$ cat src/rtl/rr_arbiter8.sv
// rr_arbiter8 -- 8-way round-robin arbiter for a shared downstream resource.
//
// A rotating pointer selects where the priority search starts; the winner
// keeps the grant until it asserts done or drops its request. Every grant is
// followed by at least one idle cycle before the next arbitration.
//
// Optional watchdog: define ARB_TIMEOUT_EN to revoke a grant that has been
// held for TIMEOUT_CYCLES cycles (timeout pulses for one cycle). Without the
// macro there is no hold counter and timeout is tied low.
//
// Parameters:
//   TIMEOUT_CYCLES  max cycles one grant may be held (ARB_TIMEOUT_EN only)
//   CNT_W           hold-counter width, 2**CNT_W > TIMEOUT_CYCLES
// Ports:
//   clk        in   system clock, rising edge
//   rst_n      in   asynchronous active-low reset
//   req[7:0]   in   request lines, one per requester
//   done       in   owner finished; only looked at while a grant is held
//   gnt[7:0]   out  one-hot registered grant
//   gnt_id     out  binary index of the current/last owner
//   gnt_valid  out  high while a grant is held (== |gnt)
//   timeout    out  one-cycle pulse when the watchdog revokes a grant
module rr_arbiter8 #(
  parameter int unsigned TIMEOUT_CYCLES = 16,
  parameter int unsigned CNT_W          = 5
) (
  input  logic       clk,
  input  logic       rst_n,
  input  logic [7:0] req,
  input  logic       done,
  output logic [7:0] gnt,
  output logic [2:0] gnt_id,
  output logic       gnt_valid,
  output logic       timeout
);

  if ((TIMEOUT_CYCLES == 0) || (TIMEOUT_CYCLES >= (1 << CNT_W))) begin : g_bad_cfg
    $error("rr_arbiter8: need 0 < TIMEOUT_CYCLES < 2**CNT_W");
  end

  typedef enum logic {
    IDLE,
    GRANTED
  } state_t;

  state_t     state, state_nx;
  logic [2:0] ptr, ptr_nx;
  logic [7:0] gnt_nx;
  logic [2:0] id_nx;
  logic       valid_nx;
  logic       timeout_nx;

  logic       found;
  logic [2:0] win;
  logic [2:0] idx;
  logic       release_now;
  logic       expire;

  // Rotated priority search: start at ptr, 3-bit index wraps 7 -> 0.
  always_comb begin
    found = 1'b0;
    win   = '0;
    idx   = '0;
    for (int unsigned i = 0; i < 8; i++) begin
      idx = ptr + 3'(i);
      if (!found && req[idx]) begin
        found = 1'b1;
        win   = idx;
      end
    end
  end

  assign release_now = done || !req[gnt_id];

`ifdef ARB_TIMEOUT_EN
  logic [CNT_W-1:0] hold_cnt;

  // Counter reads k-1 during the k-th held cycle, so the grant is revoked
  // at the edge ending its TIMEOUT_CYCLES-th cycle.
  assign expire = (hold_cnt == CNT_W'(TIMEOUT_CYCLES - 1));

  always_ff @(posedge clk or negedge rst_n) begin
    if (!rst_n) begin
      hold_cnt <= '0;
    end else if (state == GRANTED) begin
      hold_cnt <= hold_cnt + 1'b1;
    end else begin
      hold_cnt <= '0;
    end
  end
`else
  assign expire = 1'b0;
`endif

  always_comb begin
    state_nx   = state;
    ptr_nx     = ptr;
    gnt_nx     = gnt;
    id_nx      = gnt_id;
    valid_nx   = gnt_valid;
    timeout_nx = 1'b0;
    unique case (state)
      IDLE: begin
        if (found) begin
          gnt_nx   = 8'b1 << win;
          id_nx    = win;
          valid_nx = 1'b1;
          ptr_nx   = win + 3'd1;
          state_nx = GRANTED;
        end else begin
          gnt_nx   = '0;
          valid_nx = 1'b0;
        end
      end
      GRANTED: begin
        // Release has priority over the watchdog: no timeout pulse then.
        if (release_now || expire) begin
          gnt_nx     = '0;
          valid_nx   = 1'b0;
          state_nx   = IDLE;
          timeout_nx = !release_now;
        end
      end
      default: begin
        state_nx = IDLE;
      end
    endcase
  end

  always_ff @(posedge clk or negedge rst_n) begin
    if (!rst_n) begin
      state     <= IDLE;
      ptr       <= '0;
      gnt       <= '0;
      gnt_id    <= '0;
      gnt_valid <= 1'b0;
      timeout   <= 1'b0;
    end else begin
      state     <= state_nx;
      ptr       <= ptr_nx;
      gnt       <= gnt_nx;
      gnt_id    <= id_nx;
      gnt_valid <= valid_nx;
      timeout   <= timeout_nx;
    end
  end

endmodule
$ cat config.mk
export PLATFORM = sky130hd
export DESIGN_NAME = rr_arbiter8
export DESIGN_NICKNAME = d
export VERILOG_FILES = /design/src/rtl/rr_arbiter8.sv
export SDC_FILE = /design/constraint.sdc
export NUM_CORES = 1
export LEC_CHECK = 0
export CORE_UTILIZATION = 60
export DETAILED_ROUTE_END_ITERATION = 8
export HOLD_SLACK_MARGIN = 0.08
export PLACE_DENSITY_LB_ADDON = 0.15
export SETUP_SLACK_MARGIN = 0.5
export SLEW_MARGIN = 25
export SYNTH_ARGS = -nofsm -noshare
export SYNTH_HDL_FRONTEND = slang
export SYNTH_SLANG_ARGS = --single-unit
export TNS_END_PERCENT = 30
$ cat constraint.sdc
create_clock -name clk -period 7.91 [get_ports clk]
set_clock_uncertainty 0.2 [all_clocks]
set_input_delay 1.9775 -clock clk [delete_from_list [all_inputs] [get_ports clk]]
set_output_delay 1.9775 -clock clk [all_outputs]
set_load 0.01 [all_outputs]
Word level (Yosys, flattened, before mapping):

Cells that the tools add are included.

* register bits: 17
* bits in latches: 0
* bits in writable memories: 0
* ROM bits: 0
* bits of input ports: 11
* output and inout port bits: 13
* word-level logic and storage cells: 88
* memories kept: 0

* $add $sub $neg: 8
* multipliers: 0
* div/mod/pow operators: 0
* $lt $le $gt $ge: 9
* eq/ne operators: 1
* shifts and indexed selects: 1
* mux-type cells: 44
* bitwise logic cells: 1
* reduce and logical (&&, ||, !) cells: 18

Operators by type and width (number)
* $lt 3x4->1 const B: 9
* $bmux 1 s3: 9
* $mux 3: 8
* $mux 1: 22
* $mux 8: 2
* $pmux 8 s2: 1
* $add 3x3->3 const B: 4
* $logic_not 1->1: 9
* $shl 1x3->8 const A: 1
* $logic_and 1x1->1: 7
* $add 3x1->3 const B: 2
* $add 3x2->3 const B: 2
* $pmux 1 s2: 2
* $ne 2x1->1 const B: 1
* $reduce_and 2->1: 1
* $logic_or 1x1->1: 1
* $not 1->1: 1

Logic depth before layout (Yosys ltp):

Gate-level depths: netlist (run 1).

* depth after elaboration: 27
* depth in mapped cells: 14
* mapped depth without buffers: 11

Worst setup path before layout (run 1):

Ideal clock, no wire load.

* kind: input to register
* start point: in req[3]
* end point: reg ptr[2]
* setup time: 125 ps
* arrival time: 4331 ps
* required time: 7585 ps
* path slack: 3255 ps
* stages on the path: 9
* buffers on the path: 0
* path through: mux4_1 > a211oi_1 > a32o_1 > nand2_1 > a32o_1 > or2_2 > ha_1 > ha_1 > mux2_2

* word-level cells in the longest chain between the ends: 25
* elaborated cells on any way between the ends: 48
* classes of those cells: 1 x add/sub; 32 x mux; 15 x reduce/logical

Ends and longest elaborated chain
* start: declaration: line 29 `input logic [7:0] req,`
* $bmux 1 s3: line 66 `if (!found && req[idx]) begin`
* $mux 1 (implied by the code): line 66
* $mux 1: line 66
* $logic_not 1->1: line 66
* $logic_and 1x1->1: line 66
* $mux 1: line 66
* $logic_not 1->1: line 66
* $logic_and 1x1->1: line 66
* (+10 left out)
* $logic_not 1->1: line 66
* $logic_and 1x1->1: line 66
* $mux 1: line 66
* $logic_not 1->1: line 66
* $logic_and 1x1->1: line 66
* $mux 3 *: line 66
* net win[0]: line 54 `logic [2:0] win;`
* $add 3x1->3 *: line 108 `ptr_nx = win + 3'd1;`
* end signal: assignment: line 140 `ptr <= ptr_nx;`
* end: declaration: line 47 `logic [2:0] ptr, ptr_nx;`

The timed path passes the listed nets; every way through them passes the cells marked *. The select of a mux whose other input is x is not followed.
A chain may end at the register's enable or synchronous reset.

Worst setup path in the final report (run 1):

* start point: in req[5]
* end point: reg ptr[2]

Same word-level chain as after synthesis.

==> flow_metrics.py, run 1 <==
metrics = {
    "clock_network": {
        "root_buffer": "clkbuf_4",
        "clkLatencyLatePin_ns": 0.29,
        "clock-sinks": 16,
        "clk_pin_slew_ns": 0.09,
        "cts_tree": "built",
        "cts_buffer_depth": 2,
        "cts_resized": 0,
        "post_cts.repair.setup_buffers": 0,
        "cts_inserted_buffers": 3,
        "cts_hold_buf": 0,
        "ctsHtreeMaxLevel": 1,
    },
    "place": {
        "gp_congestion": 0.950,
        "placed_cells": 230,
        "place_hpwl_um": 3240,
        "portBuffers": 22,
        "place_ws_ns": 2.44,
    },
    "die": {
        "initial_core_util": 0.629,
        "ios": 24,
        "std_cell_rows": 20,
        "die_h_um": 58.6,
        "core_mm2": 0.00305,
        "die-area_mm2": 0.00343,
        "die_x_um": 58.6,
    },
    "sta": {
        "rsz0062_at_grt": "no",
        "worst_slack_ns": 2.73,
        "max_freq_ghz": 0.193,
        "fin_crit_sh": 0.654,
        "setup_viol_count_final": 0,
        "tightest_slew_ns": 0.761,
        "relSlewSlack": 0.493,
        "fin_setup_tns_ns": 0,
        "drv_slew": 0,
        "hold_viol": 0,
        "min_period_ns": 5.18,
    },
    "synth": {
        "synth_area_leaders": "dfrtp_1, mux4_1, mux4_2, mux2i_1, ha_1",
        "synth.avg_cell_area_um2": 11.1,
        "synth.most_common_cell": "nand2_1",
        "ys.flop_type": "dfrtp_1",
        "synth.largest_area_cell": "dfrtp_1",
        "synth_fp_nets": 191,
        "syn_area_mm2": 0.00192,
        "synth_warnings": 0,
        "syn_inst": 173,
        "yosys.area.top_type_share": 0.209,
        "synth.distinct_cells": 57,
        "yosysSeqAreaShare": 0.209,
        "synth_edf_count": 0,
        "synth_seq_cells": 16,
        "async_reset_ff_frac": 1.00,
        "yosys-top-cells-count": "nand2_1, dfrtp_1, a21oi_1",
    },
    "worst_setup_path": {
        "cp_num_buf_inv": 1,
        "cp.arrival_ns": 5.16,
        "cp-end-kind": "flop",
        "r2r_start": "ptr[1]",
        "cp.required_ns": 7.89,
        "cp_max_fo": 9,
        "path_cells": "clkdlybuf4s50_1, mux2i_1, mux4_2, a32o_1, and3_4, a32o_1, or2_2, ha_1, ha_1, mux2_2",
        "reg2reg_depth": 11,
        "cpLargestDelayFamily": "multiplexers",
        "crit_path_max_incr_delay_ns": 0.64,
        "critPathSlowestCell": "clkdlybuf4s50_1",
        "r2r_setup_slack_ns": 2.91,
        "path_class": "input pin to flop",
        "start_kind": "input pin",
        "worstReg2RegEnd": "ptr[2]",
    },
    "route": {
        "vias_per_cell": 6.62,
        "drc": 1,
        "drt_first_pass_iters": 6,
        "wl_um": 4260,
        "vias": 1548,
        "ant_nets": 0,
        "post_drt_wl_per_cell_um": 18.2,
        "drt_iter0_drc": 77,
    },
    "global_route": {
        "grtUsageTotal": 0.280,
        "antenna_found_initial": 0,
        "grt_pass1_wl_um": 7220,
        "grt_max_degree": 27,
        "grt.overflow.total": 0,
        "first_global_vias": 1431,
    },
    "min_path": {
        "holdPathStages": 2,
        "hold_path_end": "gnt_valid",
        "min_path_type": "flop to flop",
        "hold_start": "gnt_valid",
    },
    "finish": {
        "antennaDiodeCount": 0,
        "syn_to_final_growth_pct": 10.8,
        "drive_above_1_share": 0.184,
        "nets": 209,
        "final_cell_count_no_fill": 234,
    },
    "run": {
        "maxCapViolations": 0,
    },
    "outcome": {
        "violations": "DRC",
        "status": "complete, but fails checks",
    },
}
cells in the final DEF, fill, tap and decap left out, types with 2 or more instances in the layout:
cell type        synthesis  final
o211ai_1                 3      3
clkdlybuf4s50_1          0     22
nand2_1                 19     19
ha_1                     7      7
a22o_1                   2      2
mux4_1                   9      9
mux4_2                   7      7
a221o_1                  2      2
inv_1                    4      4
o31ai_1                  2      2
mux2_2                   7      7
mux2_1                   3      3
a211oi_1                 2      2
o21ai_1                  2      2
mux2i_1                  9      9
dfrtp_1                 16     16
or2_2                    2      2
a21oi_1                 11     11
a32o_1                   7      7
nor2_1                   6      6
o21ai_0                  6      6
nand3_1                  2      2
and2_1                   4      4
clkbuf_4                 0      3
and3_4                   2      2
xnor2_2                  2      2
state kept, by name, summed over array words and instances, names as in the netlist:
name,cells
gnt,8
gnt_id,3
ptr,3
gnt_valid,1
state,1
layout make-up:
| cell class | instances | area, um^2 |
|---|---|---|
| clock buffers | 4 | 36.3 |
| fillers | 241 | 927 |
| inverters | 6 | 22.5 |
| multi-input cells | 141 | 1380 |
| flip-flops and latches | 16 | 400 |
| well taps | 44 | 55.1 |
| repair buffers | 23 | 228 |
worst min-delay path, stage by stage (launching register included):
cell and delay [ns]:
dfrtp_1 0.35, nand2_1 0.05, nand2_1 0.05
metal layers:
layer | up-vias | part of all wire | routed length (um) | GRT usage
met3 | 4 | 0.057 | 243 | 0.0659
met5 | - | 0 | 0 | 0
met4 | 0 | 0.012 | 53 | 0.0408
met1 | 763 | 0.46 | 1950 | 0.415
met2 | 59 | 0.47 | 2010 | 0.432
li1 | 722 | - | - | -
per-stage QoR:
| stage | instance area (um^2) | utilization | hold slack (ns) |
|---|---|---|---|
| after floorplan | 1920 | - | 0.315 |
| after global placement | 2080 | 0.683 | 0.264 |
| after detailed placement | 2080 | 0.683 | 0.273 |
| after CTS | 2120 | 0.695 | 0.294 |
| after global routing | 2130 | 0.696 | 0.318 |
| final | 2130 | 0.696 | 0.288 |
how the worst max path moves through the flow:
stage                     startpoint      to  slack, ns  cells after the start
after floorplan               req[3]  ptr[2]       3.25                      9
after global placement        req[4]  ptr[2]       2.53                     10
after detailed placement      req[2]  ptr[2]       2.44                     10
after CTS                     req[2]  ptr[2]       2.75                     10
after global routing          req[3]  ptr[2]       2.59                     10
final                         req[5]  ptr[2]       2.73                     10
cells by family (layout without fill, tap and decap cells):
group	count (synthesis)	after routing	synth area share
buffers and inverters	16	33	0.0730
AO/OA/AOI/OAI	50	50	0.210
XOR/XNOR	3	3	0.0215
flip-flops	16	16	0.209
other	1	1	0.00195
adder cells (fa/ha/maj)	7	7	0.0456
AND/OR/NAND/NOR	44	44	0.117
multiplexers	36	36	0.323
Power of run 1 is not shown: default switching activity piles up to over one toggle a cycle in this logic, so the estimate is an artifact.
==> run 2, diff against run 1 <==
Settings changed: CORE_UTILIZATION 60 to 56.
Clock period 7.91 ns to 5.4 ns, I/O delays scaled along.
==> run 2 against run 1 <==
Net effect:
- sequential cell count stayed put
- final area up 0.41%
- global-route usage up 0.19 points
- the run now ends clean
==> flow_metrics.py, run 2 (synthesis results as in run 1) <==
metrics = {
    "outcome": {
        "status": "finished, final reports clean",
    },
    "die": {
        "die-area_mm2": 0.00367,
        "core_mm2": 0.00315,
        "initial_core_util": 0.609,
        "die_h_um": 60.5,
        "std_cell_rows": 20,
        "die_x_um": 60.5,
        "ios": 24,
    },
    "worst_setup_path": {
        "start_kind": "input pin",
        "crit_path_max_incr_delay_ns": 0.64,
        "cp.arrival_ns": 4.57,
        "worstReg2RegEnd": "ptr[2]",
        "cp.required_ns": 5.38,
        "cp-end-kind": "flop",
        "r2r_start": "ptr[0]",
        "critPathSlowestCell": "mux4_1",
        "reg2reg_depth": 12,
        "r2r_setup_slack_ns": 1.11,
        "path_class": "input pin to flop",
        "cp_max_fo": 9,
        "path_cells": "clkdlybuf4s50_1, mux4_1, a211oi_1, a32o_1, nand2_1, a32o_1, or2_2, ha_1, ha_1, mux2_2",
        "cpLargestDelayFamily": "multiplexers",
        "cp_num_buf_inv": 1,
    },
    "clock_network": {
        "post_cts.repair.setup_buffers": 0,
        "cts_hold_buf": 0,
        "ctsHtreeMaxLevel": 1,
        "root_buffer": "clkbuf_4",
        "clock-sinks": 16,
        "cts_resized": 0,
        "cts_inserted_buffers": 3,
        "cts_buffer_depth": 2,
        "clk_pin_slew_ns": 0.09,
        "cts_tree": "built",
        "clkLatencyLatePin_ns": 0.29,
    },
    "route": {
        "wl_um": 4610,
        "post_drt_wl_per_cell_um": 19.5,
        "vias": 1602,
        "drt_first_pass_iters": 4,
        "drc": 0,
        "drt_iter0_drc": 63,
        "vias_per_cell": 6.79,
        "ant_nets": 0,
    },
    "sta": {
        "hold_ws_ns": 0.289,
        "relSlewSlack": 0.503,
        "worst_slack_ns": 0.812,
        "tightest_slew_ns": 0.746,
        "drv_slew": 0,
        "setup_viol_count_final": 0,
        "rsz0062_at_grt": "no",
        "fin_crit_sh": 0.850,
        "max_freq_ghz": 0.218,
        "hold_viol": 0,
        "fin_setup_tns_ns": 0,
        "min_period_ns": 4.59,
    },
    "finish": {
        "antennaDiodeCount": 0,
        "nets": 212,
        "final_common_cell": "clkdlybuf4s50_1",
        "syn_to_final_growth_pct": 11.2,
        "mostFrequentLayoutCells": "clkdlybuf4s50_1, nand2_1, dfrtp_1",
        "postLayoutCoreUtil": 0.677,
        "top_register": "gnt",
        "largest_register_ffs": 8,
        "top_regs": "gnt x8, gnt_id x3, ptr x3",
        "drive_above_1_share": 0.193,
    },
    "run": {
        "maxCapViolations": 0,
    },
    "global_route": {
        "first_global_vias": 1500,
        "grt.overflow.total": 0,
        "grt_pass1_wl_um": 7550,
        "grtUsageTotal": 0.282,
        "antenna_found_initial": 0,
        "grt_max_degree": 27,
    },
    "min_path": {
        "hold_start": "gnt[0]",
        "min_path_type": "flop to flop",
        "holdPathStages": 2,
        "hold_path_end": "gnt[0]",
    },
    "place": {
        "place_ws_ns": 0.539,
        "portBuffers": 22,
        "place_hpwl_um": 3550,
        "gp_congestion": 0.902,
    },
}
run 2: cell count changes in the layout (fill, tap and decap cells not counted), sizes merged:
cell,change
buf,+3
clkbuf,-1
run 2: area by class of cell:
type | instances | area (um^2)
clock buffers | 3 | 22.5
fillers | 259 | 1020
multi-input cells | 141 | 1380
inverters | 6 | 22.5
flip-flops and latches | 16 | 400
well taps | 44 | 55.1
repair buffers | 26 | 250
run 2: per-layer routing:
layer  track usage  vias to the layer above  routed length (um)
met1         0.411                      779                1990
met5             0                        -                   0
met3        0.0597                        4                 395
met2         0.443                       88                2160
met4        0.0455                        0                  55
li1              -                      731                   -
run 2: how the worst max path moves through the flow:
| stage | start | end | slack [ns] | cells past startpoint |
|---|---|---|---|---|
| 2_1_floorplan | req[3] | ptr[2] | 1.37 | 9 |
| 3_3_place_gp | req[2] | ptr[2] | 0.68 | 10 |
| 3_5_place_dp | req[3] | ptr[2] | 0.54 | 10 |
| 4_1_cts | req[3] | ptr[2] | 0.84 | 10 |
| 5_1_grt | req[3] | ptr[2] | 0.63 | 10 |
| 6_report | req[3] | ptr[2] | 0.81 | 10 |
run 2: worst register-to-register path: stages, from the launching register on:
cell and delay (ns):
dfrtp_1 0.34, buf_4 0.33, inv_1 0.18, ha_1 0.44
mux4_1 0.66, a211oi_1 0.29, a32o_1 0.30, nand2_1 0.08
a32o_1 0.30, or2_2 0.31, ha_1 0.22, ha_1 0.28
mux2_2 0.26
run 2: metrics by stage:
step | std cells | area, um^2
after floorplan | 173 | 1920
final | 236 | 2130
after CTS | 236 | 2130
after global routing | 236 | 2130
after detailed placement | 233 | 2110
after global placement | 233 | 2110
Power of run 2 is left out for the same reason.
==> run 3, diff against run 2 <==
Settings changed: CORE_UTILIZATION 56 to 51.
Clock period 5.4 ns to 3.9 ns, I/O delays scaled along.
==> run 3 against run 2 <==
Net effect:
- cell count increased by 21%
- critical endpoint unchanged
- routed wire length increased by 17%
- final area increased by 23%
==> flow_metrics.py, run 3 (synthesis results as in run 1) <==
metrics = {
    "outcome": {
        "status": "finished, final reports clean",
    },
    "finish": {
        "antennaDiodeCount": 0,
        "drive_above_1_share": 0.477,
        "largest_register_ffs": 8,
        "syn_to_final_growth_pct": 36.5,
        "nets": 259,
        "final_common_cell": "buf_4",
        "top_regs": "gnt x8, gnt_id x3, ptr x3",
        "mostFrequentLayoutCells": "buf_4, nand2_1, dfrtp_1",
        "finalInstanceArea_mm2": 0.00262,
        "nFillCells": 242,
        "top_register": "gnt",
    },
    "worst_setup_path": {
        "cp_max_fo": 4,
        "worstReg2RegEnd": "ptr[2]",
        "critPathSlowestCell": "mux4_1",
        "cp_num_buf_inv": 3,
        "cp.arrival_ns": 3.39,
        "start_kind": "input pin",
        "r2r_start": "ptr[0]",
        "cp.required_ns": 3.83,
        "path_cells": "buf_2, buf_6, buf_4, mux4_1, nand2_1, and3_4, nand2_1, a32o_2, or2_4, ha_4, ha_4, mux2_4",
        "cpLargestDelayFamily": "multiplexers",
        "r2r_setup_slack_ns": 0.55,
        "reg2reg_depth": 10,
        "cp-end-kind": "flop",
        "path_class": "input pin to flop",
        "crit_path_max_incr_delay_ns": 0.52,
    },
    "global_route": {
        "grt_use_met3": 0.0598,
        "grt_pass1_wl_um": 9160,
        "met2_usage": 0.488,
        "first_global_vias": 1844,
        "antenna_found_initial": 0,
        "grtUsageTotal": 0.296,
        "gr-usage-met1": 0.401,
        "gr-max-usage-layer": "met2",
        "grt.overflow.total": 0,
        "grt_max_degree": 24,
    },
    "route": {
        "vias": 1800,
        "wl_um": 5410,
        "post_drt_wl_per_cell_um": 19.0,
        "drt_first_pass_iters": 4,
        "drt_iter0_drc": 98,
        "vias_per_cell": 6.32,
        "drc": 0,
        "ant_nets": 0,
    },
    "clock_network": {
        "ctsHtreeMaxLevel": 1,
        "cts_inserted_buffers": 3,
        "clock-sinks": 16,
        "clk_pin_slew_ns": 0.06,
        "cts_hold_buf": 0,
        "clkLatencyLatePin_ns": 0.24,
        "cts_tree": "built",
        "cts_buffer_depth": 2,
        "root_buffer": "clkbuf_8",
    },
    "die": {
        "die-area_mm2": 0.00401,
        "std_cell_rows": 21,
        "core_mm2": 0.00347,
        "die_h_um": 63.3,
        "die_x_um": 63.3,
        "initial_core_util": 0.553,
        "ios": 24,
    },
    "sta": {
        "drv_slew": 0,
        "fin_crit_sh": 0.887,
        "min_period_ns": 3.46,
        "max_freq_ghz": 0.289,
        "hold_viol": 0,
        "setup_viol_count_final": 0,
        "hold_ws_ns": 0.299,
        "tightest_slew_ns": 0.708,
        "relSlewSlack": 0.526,
        "rsz0062_at_grt": "yes",
    },
    "min_path": {
        "hold_path_end": "gnt[5]",
        "holdPathStages": 1,
        "min_path_type": "flop to flop",
        "hold_start": "gnt[5]",
    },
    "place": {
        "gp_congestion": 0.904,
        "portBuffers": 22,
        "dpl_cell_area_mm2": 0.00246,
        "place_hpwl_um": 4040,
    },
    "run": {
        "maxCapViolations": 0,
    },
}
[run 3: cell count changes in the layout (fill, tap and decap cells not counted), moves of 3 or more]
cell             delta
ha_1                -4
clkbuf_8            +3
buf_2               +3
mux2i_1             -3
ha_4                +4
mux4_2              +6
mux4_1              -6
mux2i_2             +3
buf_4              +41
clkdlybuf4s50_1     -8
buf_6               +9
[run 3: worst reg2reg max path: stages (launching register included)]
cell and delay, ns:
dfrtp_2 0.46, buf_8 0.25, mux2i_1 0.20, mux4_2 0.51, a32o_2 0.32, and3_4 0.16, a32o_2 0.24, or2_4 0.27
ha_4 0.17, ha_4 0.20, mux2_4 0.25
[run 3: timing repair]
| item | 4_1_cts | 5_1_grt |
|---|---|---|
| endpoints found under the setup margin | 14 | 10 |
| cloned | 0 | 0 |
| setup buffers | 9 | 0 |
| resized for setup | 49 | 15 |
| pin swaps | 9 | 10 |
| hold endpoints to repair | 0 | 0 |
[run 3: worst max path at each step]
stage / startpoint / to / slack [ns] / depth (start not counted)
finish: req[7] / ptr[2] / 0.44 / 12
global route: req[0] / ptr[2] / 0.40 / 11
CTS: req[5] / ptr[2] / 0.46 / 11
detailed placement: req[3] / ptr[2] / -0.28 / 10
global placement: req[3] / ptr[2] / -0.18 / 10
floorplan: ptr[0] / ptr[2] / 0.42 / 14
[run 3: stage by stage]
step           cells  worst slack (ns)  utilization  TNS [ns]
2_1_floorplan    173             0.418            -         0
3_3_place_gp     273            -0.175        0.708    -0.513
3_5_place_dp     273            -0.282        0.708     -1.28
4_1_cts          285             0.458        0.741         0
5_1_grt          285             0.401        0.755         0
6_report         285             0.439        0.755         0
[run 3: metal layers]
layer	vias up	share of wire	wire, um
li1	819	-	-
met1	898	0.42	2290
met2	77	0.50	2720
met3	6	0.063	338
met4	0	0.0094	51
met5	-	0	0
[run 3: layout make-up]
type	count	area, um^2	share of cell area
Inverter	6	30.0	0.0115
Timing Repair Buffer	73	617	0.235
Multi-Input combinational cell	141	1470	0.562
Sequential cell	16	402	0.153
Tap cell	46	57.6	0.0220
Clock buffer	3	41.3	0.0158
Power of run 3 is left out for the same reason.
